`src/rtl/alu_issue_wb.sv`:
```
// alu_issue_wb: serial operand-issue and writeback sequencer around a combinational 8-bit ALU
module alu_issue_wb #(
  parameter int REGS = 4,
  parameter int W = 8
) (
  input  logic         clk,
  input  logic         rst,
  input  logic         in_valid,
  output logic         in_ready,
  input  logic [2:0]   in_op,
  input  logic [1:0]   in_dst,
  input  logic [1:0]   in_srca,
  input  logic [1:0]   in_srcb,
  input  logic [W-1:0] in_imm,
  output logic [W-1:0] alu_a,
  output logic [W-1:0] alu_b,
  output logic [2:0]   alu_n,
  input  logic [W-1:0] alu_r,
  input  logic [3:0]   alu_cc,
  output logic         res_valid,
  output logic [W-1:0] res_data,
  output logic [1:0]   res_dst,
  output logic [3:0]   flags,
  input  logic [1:0]   dbg_sel,
  output logic [W-1:0] dbg_data
);
  typedef enum logic [1:0] {IDLE, ISSUE, WB} state_t;
  state_t state_q, state_d;
  logic [W-1:0] regs_q [REGS];
  logic [W-1:0] regs_d [REGS];
  logic [W-1:0] alu_a_q, alu_a_d, alu_b_q, alu_b_d, res_data_q, res_data_d;
  logic [2:0] alu_n_q, alu_n_d, op_q, op_d;
  logic [1:0] dst_q, dst_d, res_dst_q, res_dst_d;
  logic [3:0] flags_q, flags_d;
  logic res_valid_q, res_valid_d;
  always_comb begin
    state_d = state_q;
    regs_d = regs_q;
    alu_a_d = alu_a_q;
    alu_b_d = alu_b_q;
    alu_n_d = alu_n_q;
    op_d = op_q;
    dst_d = dst_q;
    res_data_d = res_data_q;
    res_dst_d = res_dst_q;
    flags_d = flags_q;
    res_valid_d = 1'b0;
    if (state_q == IDLE && in_valid) begin
      state_d = ISSUE;
      op_d = in_op;
      dst_d = in_dst;
      alu_a_d = regs_q[in_srca];
      alu_b_d = in_op == 3'd6 ? in_imm : regs_q[in_srcb];
      alu_n_d = (in_op == 3'd6 || in_op == 3'd7) ? 3'd5 : in_op;
    end else if (state_q == ISSUE) begin
      state_d = WB;
    end else if (state_q == WB) begin
      state_d = IDLE;
      // NOP rides through the pipeline but never commits
      if (op_q != 3'd7) begin
        regs_d[dst_q] = alu_r;
        flags_d = alu_cc;
        res_data_d = alu_r;
        res_dst_d = dst_q;
        res_valid_d = 1'b1;
      end
    end
  end
  always_ff @(posedge clk) begin
    if (rst) begin
      state_q <= IDLE;
      regs_q <= '{default: '0};
      alu_a_q <= '0;
      alu_b_q <= '0;
      alu_n_q <= '0;
      op_q <= '0;
      dst_q <= '0;
      res_data_q <= '0;
      res_dst_q <= '0;
      flags_q <= '0;
      res_valid_q <= 1'b0;
    end else begin
      state_q <= state_d;
      regs_q <= regs_d;
      alu_a_q <= alu_a_d;
      alu_b_q <= alu_b_d;
      alu_n_q <= alu_n_d;
      op_q <= op_d;
      dst_q <= dst_d;
      res_data_q <= res_data_d;
      res_dst_q <= res_dst_d;
      flags_q <= flags_d;
      res_valid_q <= res_valid_d;
    end
  end
  assign in_ready = state_q == IDLE && !rst;
  assign alu_a = alu_a_q;
  assign alu_b = alu_b_q;
  assign alu_n = alu_n_q;
  assign res_valid = res_valid_q;
  assign res_data = res_data_q;
  assign res_dst = res_dst_q;
  assign flags = flags_q;
  assign dbg_data = regs_q[dbg_sel];
endmodule

```
`config.mk`:
```
export PLATFORM = sky130hd
export DESIGN_NAME = alu_issue_wb
export DESIGN_NICKNAME = d
export VERILOG_FILES = /design/src/rtl/alu_issue_wb.sv
export SDC_FILE = /design/constraint.sdc
export NUM_CORES = 1
export LEC_CHECK = 0
export CORE_MARGIN = 2
export CORE_UTILIZATION = 40
export CTS_CLUSTER_DIAMETER = 200
export DETAILED_ROUTE_END_ITERATION = 8
export PLACE_DENSITY = 0.66
export SLEW_MARGIN = 5
export SYNTH_ARGS = -nofsm -noshare
export SYNTH_HDL_FRONTEND = slang
export SYNTH_SLANG_ARGS = --single-unit
```
`constraint.sdc`:
```
create_clock -name clk -period 2.7 [get_ports clk]
set_input_delay 0.81 -clock clk [delete_from_list [all_inputs] [get_ports clk]]
set_output_delay 0.81 -clock clk [all_outputs]
set_load 0.01 [all_outputs]
```
### After elaboration in Yosys (flattened, before gate mapping)

Cells that the tools add are included.

* register bits: 73
* input bits: 34
* word-level logic and storage cells: 61

* magnitude comparators: 5
* equal/unequal tests: 5
* multiplexer cells: 18
* bitwise operators: 7
* reduce and logical (&&, ||, !) cells: 11

Operator list (number)
* $mux W8: 8
* $bmux W8 S2: 3
* $bwmux W32: 1
* $demux W8 S2: 1
* $ge A3 B3 Y1 const B: 4
* $not A2 Y3: 4
* $eq A3 B3 Y1 const B: 2
* $mux W2: 2
* $reduce_and A4 Y1: 1
* $reduce_or A4 Y1: 1
* $logic_and A1 B1 Y1: 3
* $lt A3 B1 Y1 const B: 1
* $mux W3: 1
* $ne A3 B3 Y1 const B: 1
* $not A1 Y1: 3
* $reduce_bool A3 Y1: 1
* $eq A2 B1 Y1 const B: 1
* $eq A2 B2 Y1 const B: 1
* $logic_not A2 Y1: 1
* $mux W1: 2
* $reduce_bool A2 Y1: 1
* $reduce_or A2 Y1: 1
* $logic_not A1 Y1: 1
* $logic_or A1 B1 Y1: 1

### Logic depth before layout (Yosys ltp)

Gate-level depths: netlist of the first run.

* word-level depth: 6
* gate-level depth with buffers: 7
* gate-level depth less buffers: 5

### Worst setup path after synthesis of the first run

OpenSTA, ideal clock, no wires.

* path type: input to output
* start point: input port dbg_sel[0]
* end point: output port dbg_data[0]
* arrival: 1780 ps
* required time: 1890 ps
* path slack: 110 ps
* cell stages on the path: 2
* buffers on the path: 1
* cell sequence: clkbuf_1 mux4_2

* longest elaborated chain between the ends: 4

Ends and longest elaborated chain
* from (decl): line 24 `input logic [1:0] dbg_sel,`
* $not A2 Y3 (implied by the code): line 104 `assign dbg_data = regs_q[dbg_sel];`
* $bmux W8 S2: line 104
* $mux W8 (implied by the code) (2 in series): line 104
* to (decl): line 25 `output logic [W-1:0] dbg_data`

Every way passes these cells. The select of a mux whose other input is x is not followed.

### Worst setup path after layout of the first run

* start point: input port dbg_sel[0]
* end point: output port dbg_data[3]

Same word-level chain as after synthesis.

==> results.md, run 1 <==
- The routed layout has between 2,000 and 3,000 vias.
- The sort of element at the end of the critical path is an output port.
- The clock reaches the later pin of the worst-skew pair after 0.34 ns.
- The length of routed met2 wiring is about 4100 um.
- The synthesized net count is 386.
- The fraction of synthesized cell area taken by the top area cell type is between 40% and 50%.
- After detailed routing, the wire length on met1 is a little under 4000 um.
- The worst slack after detailed placement is -0.6325 ns.
- The largest single stage delay on the critical path is between 0.4 and 0.5 ns.
- The number of global-route vias before repair is about 2,800.
- Synthesis inferred 73 register bits.
- The path class of the tightest hold or removal check is flop to flop.
- Signal routing reaches up to met4.
- The worst setup path is launched from an input pin.
- Once the clock tree was built, the resizer swapped 32 gates to a different size.
- In the post-synthesis netlist, the biggest area contributors are dfxtp_1 (43%), mux4_2 (16%), mux2i_1 (9.6%), nand2_1 (8.7%), a21oi_1 (4.8%).
- The cell sitting at the root of the clock tree is a clkbuf_8.
- In this run the mean area of a mapped cell was roughly 9.8 um2.
- The critical path's top delay family is buffers and inverters.
- The required time at the endpoint of the critical path is between 1.5 and 2 ns.
- The fraction of registers with async set or reset after synthesis is 0%.
- The critical path is of the input pin to output port type.
- The largest total area in the synthesized netlist belongs to dfxtp_1.
- Setup violations remaining at the end of the flow were counted as 0.
- The library cell appearing most often on the critical path is clkdlybuf4s15_2.
- Counting I/O delays and the setup requirement, the final critical path takes around 2.7 ns.
- Across all setup checks in the final design, the least slack found is just under 0.04 ns.
- In this run the power density over the cells is 481.3 mW/mm2.
- In this run the remaining antenna-violating nets after routing total 0.
- After detailed routing, the number of vias per cell comes to approximately 5.4.
- The count of hold-fix buffers inserted at cts is 0.
- The analysis attributes to cell leakage a power of around 1.7 nW.
- The detailed-route DRC error count is 0.
- Pin placement for this block handled 77 I/O pins.
- The antenna diode instance count is 0.
- The run finished with clean final reports.
- In the final timing run, aggregate negative setup slack is 0 ns.
- The number of antenna violations at the first check in global routing is 0.
- The final estimated routing congestion in global placement is roughly 0.82.
- Across every metal layer, demand over resource in global routing totals roughly a fifth.
- The maximum level of the CTS H-tree is 3.
- Measured on the finished design, the core utilization comes to between 50% and 60%.
- The cell area after synthesis is 0.003427 mm2.
- For this block, the initial DRC count from the detailed router was 144.
- STA puts the critical path data arrival time at roughly 1.9 ns.
- The number of slew-limit violations in the final report was 0.
- The slowest stage cell on the critical path is mux4_2.
- The number of enable-type register cells in the synthesized netlist is 0.
- The die covers between 0.009 and 0.01 mm2.
- Among all flip-flop cells after synthesis, the most frequent one is dfxtp_1.
- Summed over all layers, the routed wires come to just under 9000 um.
- The initialized floorplan defines 33 standard-cell rows.
- Among all cell types in the netlist, the one instantiated most often is nand2_1.
- The largest fanout on the critical path is 4.
- The clock arrives with roughly 0.010 ns of skew.
- The number of buffers created by CTS is 9.
- On the final layout, the worst hold slack is around 0.46 ns.
- The net count reported at finish is around 460.
- Summing the sequential cell areas from Yosys gives 42.64% of the chip area.
- The post-route fraction of the period consumed by the critical path is ~99%.
- The met3 wire length is between 500 and 600 um.
- Synthesis produced a netlist whose cell count is 349.
- The HPWL reported at the end of detailed placement is approximately 6300 um.
- The initial core utilization is between 40% and 50%.
- Setup repair after global routing left no endpoint under its margin.
- The chip height is ~97 um.
- In this run the standard cell core region covers slightly above 0.008 mm2.
- Dividing the detail-routed wire length by the instance count gives around 16 um.
- The signal on the critical path passes through clkdlybuf4s15_2 > buf_6 > mux4_2 > clkdlybuf4s15_2.
- Across the run, the number of max-cap violations was 0.
- After global routing the overflow that remains totals 0.
- The area overhead of the layout relative to synthesis is 32.02%.
- Fill cells in the final layout number between 700 and 800.
- The layout cell share with drive strength beyond 1 is between 10% and 20%.
- By count the netlist is led by nand2_1 (79), dfxtp_1 (73), a21oi_1 (33), mux2i_1 (33), mux4_2 (24).
- The achievable frequency is about 380 MHz.
- Post-CTS timing repair inserted 0 buffers for setup.
- The number of endpoints with negative hold slack in the final report is 0.
- The transition time at the pin with the least slew margin is ~0.8 ns.
- The global-route wire length before repair is around 14,000 um.
- The die extent in x is between 90 and 100 um.
- CTS saw 73 sinks.
- TritonCTS built the clock tree.
- The Yosys warning count is 0.
- The clock passes through at most 2 buffers.
- After clock tree synthesis, the clock-pin slew on the worst setup and hold paths is about 0.070 ns.
- The first detailed-routing pass ran for 4 iterations.
- Input and output buffers added on the ports amount to between 70 and 80.
- The number of buffers and inverters on the critical path is 3.
- The pin count of the biggest net entering global routing is about 40.
- The tightest slew margin relative to the limit is 47.64%.
- The number of different library cells in the post-synthesis netlist is 29.
- IR analysis of the VDD net gives a maximum drop of approximately 300 uV.
cell type report:
cell class,count,area [um2],area share [%]
Clock buffer,13,148.9,3.291
Timing Repair Buffer,95,900.9,19.91
Tap cell,105,131.4,2.904
Clock inverter,3,40.04,0.8850
Inverter,19,71.32,1.576
Multi-Input combinational cell,228,1770,39.13
Sequential cell,73,1461,32.30
cell families (layout without fill, tap and decap cells):
kind of cell / count (synthesis) / after routing / synth area share [%]
DFF: 73 / 73 / 42.64
buffers and inverters: 48 / 130 / 5.695
adders and majority gates: 3 / 3 / 1.095
AOI/OAI and AO/OA: 57 / 57 / 10.30
and+or+nand+nor: 111 / 111 / 14.86
muxes: 57 / 57 / 25.41
registers in the layout, summed over array words and instances, names as in the netlist:
| name | cells |
|---|---|
| regs_q | 32 |
| res_data | 8 |
| alu_a | 8 |
| op_q | 3 |
| dst_q | 2 |
| alu_n | 3 |
| res_valid | 1 |
| flags | 4 |
| state_q | 2 |
| res_dst | 2 |
| alu_b | 8 |
worst register-to-register path: stages, from the launching register on:
cell	delay (ns)
dfxtp_1	0.35
inv_1	0.07
ha_1	0.21
nor2b_1	0.12
buf_4	0.23
nand4_1	0.65
mux2i_1	0.37
layer usage:
metal  vias up  global-route usage [%]
li1       1407                       -
met1      1373                   26.14
met2        92                   31.42
met3        18                   4.577
met4         0                   8.216
met5         -                       0
path summary, 6_finish.rpt:
| check | slack [ns] | endpoint | startpoint | cells past startpoint |
|---|---|---|---|---|
| max | 0.04 | dbg_data[3] | dbg_sel[0] | 4 |
| min | 0.46 | alu_a[6]$_SDFFE_PP0P_ | alu_a[6]$_SDFFE_PP0P_ | 2 |
| max reg2reg | 0.61 | regs_q[31]$_SDFFE_PP0P_ | state_q[1]$_SDFFE_PP0P_ | 6 |
| min reg2reg | 0.46 | alu_a[6]$_SDFFE_PP0P_ | alu_a[6]$_SDFFE_PP0P_ | 2 |
power by group:
part	internal [mW]	total (mW)	switching, mW
clock network	0.451	0.841	0.391
logic	0.110	0.234	0.123
registers	1.09	1.10	0.0109
layout by cell type, fill, tap and decap left out, types with 3 or more instances in the layout:
master	n
o221ai_1	8
clkbuf_1	3
mux2i_1	33
dfxtp_1	73
clkdlybuf4s15_2	5
mux4_2	24
nor2b_1	4
clkdlybuf4s50_1	65
a21oi_1	33
ha_1	3
nand4_1	17
nand2_1	79
clkbuf_8	10
buf_4	17
o31ai_1	14
inv_1	18
stage by stage:
stage	cell area [um2]	cells	power, mW
finish	4524	536	2.177
floorplan	3427	349	1.251
global placement	4338	520	1.360
detailed placement	4338	520	1.362
global route	4524	536	2.266
CTS	4529	536	2.191
(Power assumes the default switching activity.)
==> inputs of run 2 (changes only) <==
--- a/config.mk
+++ b/config.mk
@@ -14,3 +14,4 @@
 export SYNTH_ARGS = -nofsm -noshare
 export SYNTH_HDL_FRONTEND = slang
 export SYNTH_SLANG_ARGS = --single-unit
+export TNS_END_PERCENT = 20
==> results.md, run 2 (same netlist as run 1, synthesis figures left out) <==
- The final estimated routing congestion in global placement is between 0.8 and 0.9.
- Hold timing on the final database bottoms out at a slack of between 0.4 and 0.5 ns.
- The largest fanout on the critical path is 4.
- The final layout contains ~460 nets.
- The worst-case clock skew is 0.006918 ns.
- Relative to the synthesized area, the layout overhead comes to 31.98%.
- The type of element launching the critical path is an input pin.
- The floorplan step defined a core boundary enclosing 0.008258 mm2.
- The maximum level of the CTS H-tree is 3.
- The pin count of the biggest net entering global routing is between 40 and 50.
- After clock tree synthesis, the setup repair step added 0 buffers.
- The met3 track demand over resource in global routing is under 10%.
- The worst path needs between 2 and 3 ns of the cycle, external delays included.
- The tree is rooted in a clkbuf_8.
- In this run the power density over the cells is 480.6 mW/mm2.
- Clock tree synthesis inserted a total of 9 buffers.
- The routing layer with the top usage in global route is met2.
- The top register by number of flip-flops is regs_q.
- TritonCTS built the clock tree.
- For this run, the total global-route usage over all layers was measured as between 10% and 20%.
- From bottom edge to top edge, the die measures just under 100 um.
- The flow ran to the end, and the final reports show no timing, DRC or antenna violations.
- Max-cap violations in this run came to 0.
- For this run, the top clock speed supported by timing is between 300 and 400 MHz.
- Setup repair after global routing left no endpoint under its margin.
- The length in cells of the worst reg-to-reg path is 6.
- The clock sink count is 73.
- The detailed-route DRC error count is 0.
- The aggregate routed wire length is 8781 um.
- The cell leakage power is around 1.7 nW.
- For the final routed database, the setup TNS stands at 0 ns.
- The number of antenna violations at the first check in global routing is 0.
- The number of slew-limit violations in the final report is 0.
- In this run the core area contains 33 standard-cell rows.
- The slowest stage cell on the critical path is mux4_2.
- The first routing iteration left approximately 140 violations.
- The antenna diode instance count is 0.
- The initial core utilization is 41.50%.
- The overall die area is around 0.0093 mm2.
- The arrival time of data at the critical path endpoint is about 1.9 ns.
- The register with the most flip-flops in the layout has 32 of them.
- The number of cells on the worst hold path is 2.
- For the pin with the worst max-slew slack, the measured transition is between 0.7 and 0.8 ns.
- The top-level port count is 77.
- Using the TritonRoute via totals, the vias-per-cell ratio works out to between 5 and 6.
- The post-route fraction of the period consumed by the critical path is 98.57%.
- The total global routing overflow is 0.
- The layout has approximately 760 filler cells.
- The library cell used most frequently in the layout, excluding fill and tap cells, is nand2_1.
- The met2 layer usage reported by global route is about a third.
- The sort of element at the end of the critical path is an output port.
- The path type of the worst min-delay path is flop to flop.
- The first global-routing pass estimated between 10,000 and 15,000 um of wire.
- The number of search-and-repair iterations in the first detailed-routing pass is 4.
- The critical path in this run is classified as input pin to output port.
- The number of global-route vias before repair is between 2,000 and 3,000.
- The wire length per cell after detailed routing is approximately 16 um.
- The HPWL reported at the end of detailed placement is about 6300 um.
- The maximum buffer depth of the clock tree is 2.
- The biggest cell delay along the critical path is approximately 0.48 ns.
- The final route contains roughly 2,900 vias.
- Traced cell by cell, the critical path runs through clkdlybuf4s15_2 > buf_6 > mux4_2 > clkdlybuf4s15_2.
- At the worst endpoint, the required time is 1.89 ns.
- Global routing consumed, on the met1 layer, between 20% and 30% of the routing resources.
- The critical path's top delay family is buffers and inverters.
- The tightest slew margin relative to the limit is 47.61%.
- The latest clock arrival within the worst-skew pair is about 0.34 ns.
- From left edge to right edge, the die measures approximately 97 um.
- By instance count, the cell type seen most on the critical path is clkdlybuf4s15_2.
- The port buffer count is 76.
- The setup check on the worst reg-to-reg path leaves a slack of between 0.6 and 0.7 ns.
- Cells with a size suffix above 1 make up 14.85% of the layout.
- The critical path contains buffers and inverters numbering 3 combined.
- The count of nets left with antenna violations once routing finished came out at 0.
- The maximum VDD drop is 296.5 uV.
- The top cell types in the final layout, fill and taps aside, are nand2_1 (79), dfxtp_1 (73), clkdlybuf4s50_1 (65).
- The total setup violations reported at the end of the flow is 0.
- The depth of the critical timing path with buffers and inverters included is 4.
- The number of endpoints with negative hold slack in the final report is 0.
- The clock transition at the register clock pins on the worst setup and hold paths after CTS is about 0.070 ns.
==> run 2: cell types whose count changed in the layout (fill, tap and decap cells not counted) <==
| cell | change |
|---|---|
| clkdlybuf4s15_1 | +1 |
| clkdlybuf4s15_2 | -1 |
==> run 2: stage by stage <==
stage	worst slack [ns]	utilization, %	power [mW]	std cells	instance area (um2)
2_1_floorplan	0.1103	-	1.251	349	3427
3_3_place_gp	-0.6199	52.53	1.360	520	4338
3_5_place_dp	-0.6325	52.53	1.362	520	4338
4_1_cts	0.004723	54.83	2.191	536	4528
5_1_grt	0.008768	54.77	2.266	536	4523
6_report	0.03859	54.77	2.174	536	4523
==> run 2: layout make-up <==
cell class	instances	area (um2)	area share [%]
Sequential cell	73	1461	32.31
Timing Repair Buffer	95	899.6	19.89
Tap cell	105	131.4	2.905
Clock buffer	13	148.9	3.292
Clock inverter	3	40.04	0.8852
Inverter	19	71.32	1.577
Multi-Input combinational cell	228	1770	39.14
==> run 2: repair_timing <==
action                     4_1_cts  5_1_grt
hold buffers                     0        0
setup endpoints to repair        9        1
gates resized for setup         31        1
==> run 2: path summary, 6_finish.rpt <==
kind,start,endpoint
min,alu_a[6]$_SDFFE_PP0P_,alu_a[6]$_SDFFE_PP0P_
min reg2reg,alu_a[6]$_SDFFE_PP0P_,alu_a[6]$_SDFFE_PP0P_
max reg2reg,state_q[1]$_SDFFE_PP0P_,regs_q[31]$_SDFFE_PP0P_
max,dbg_sel[0],dbg_data[3]
==> run 2: per-layer routing <==
metal | vias up | wire, um
met4 | 0 | 204
met3 | 18 | 505
met2 | 89 | 4111
met5 | - | 0
met1 | 1371 | 3958
li1 | 1408 | -
==> run 2: worst min-delay path: cells and delay by family (launching register included) <==
kind,cells,cell delay (ns)
flip-flops,1,0.31
AO/OA/AOI/OAI,1,0.05
AND/OR/NAND/NOR,1,0.05
==> run 2: power breakdown <==
group / leakage [nW] / internal, mW / switching [mW]
clock: 0.0974 / 0.451 / 0.387
combinational: 1.03 / 0.110 / 0.123
sequential: 0.590 / 1.09 / 0.0109
total: 1.72 / 1.65 / 0.521
==> inputs of run 3 (changes only) <==
--- a/config.mk
+++ b/config.mk
@@ -7,7 +7,7 @@
 export LEC_CHECK = 0
 export CORE_MARGIN = 2
 export CORE_UTILIZATION = 40
-export CTS_CLUSTER_DIAMETER = 200
+export CTS_CLUSTER_DIAMETER = 80
 export DETAILED_ROUTE_END_ITERATION = 8
 export PLACE_DENSITY = 0.66
 export SLEW_MARGIN = 5
==> results of run 3 <==
The final DEF is identical to that of run 2; final timing and power are the same.
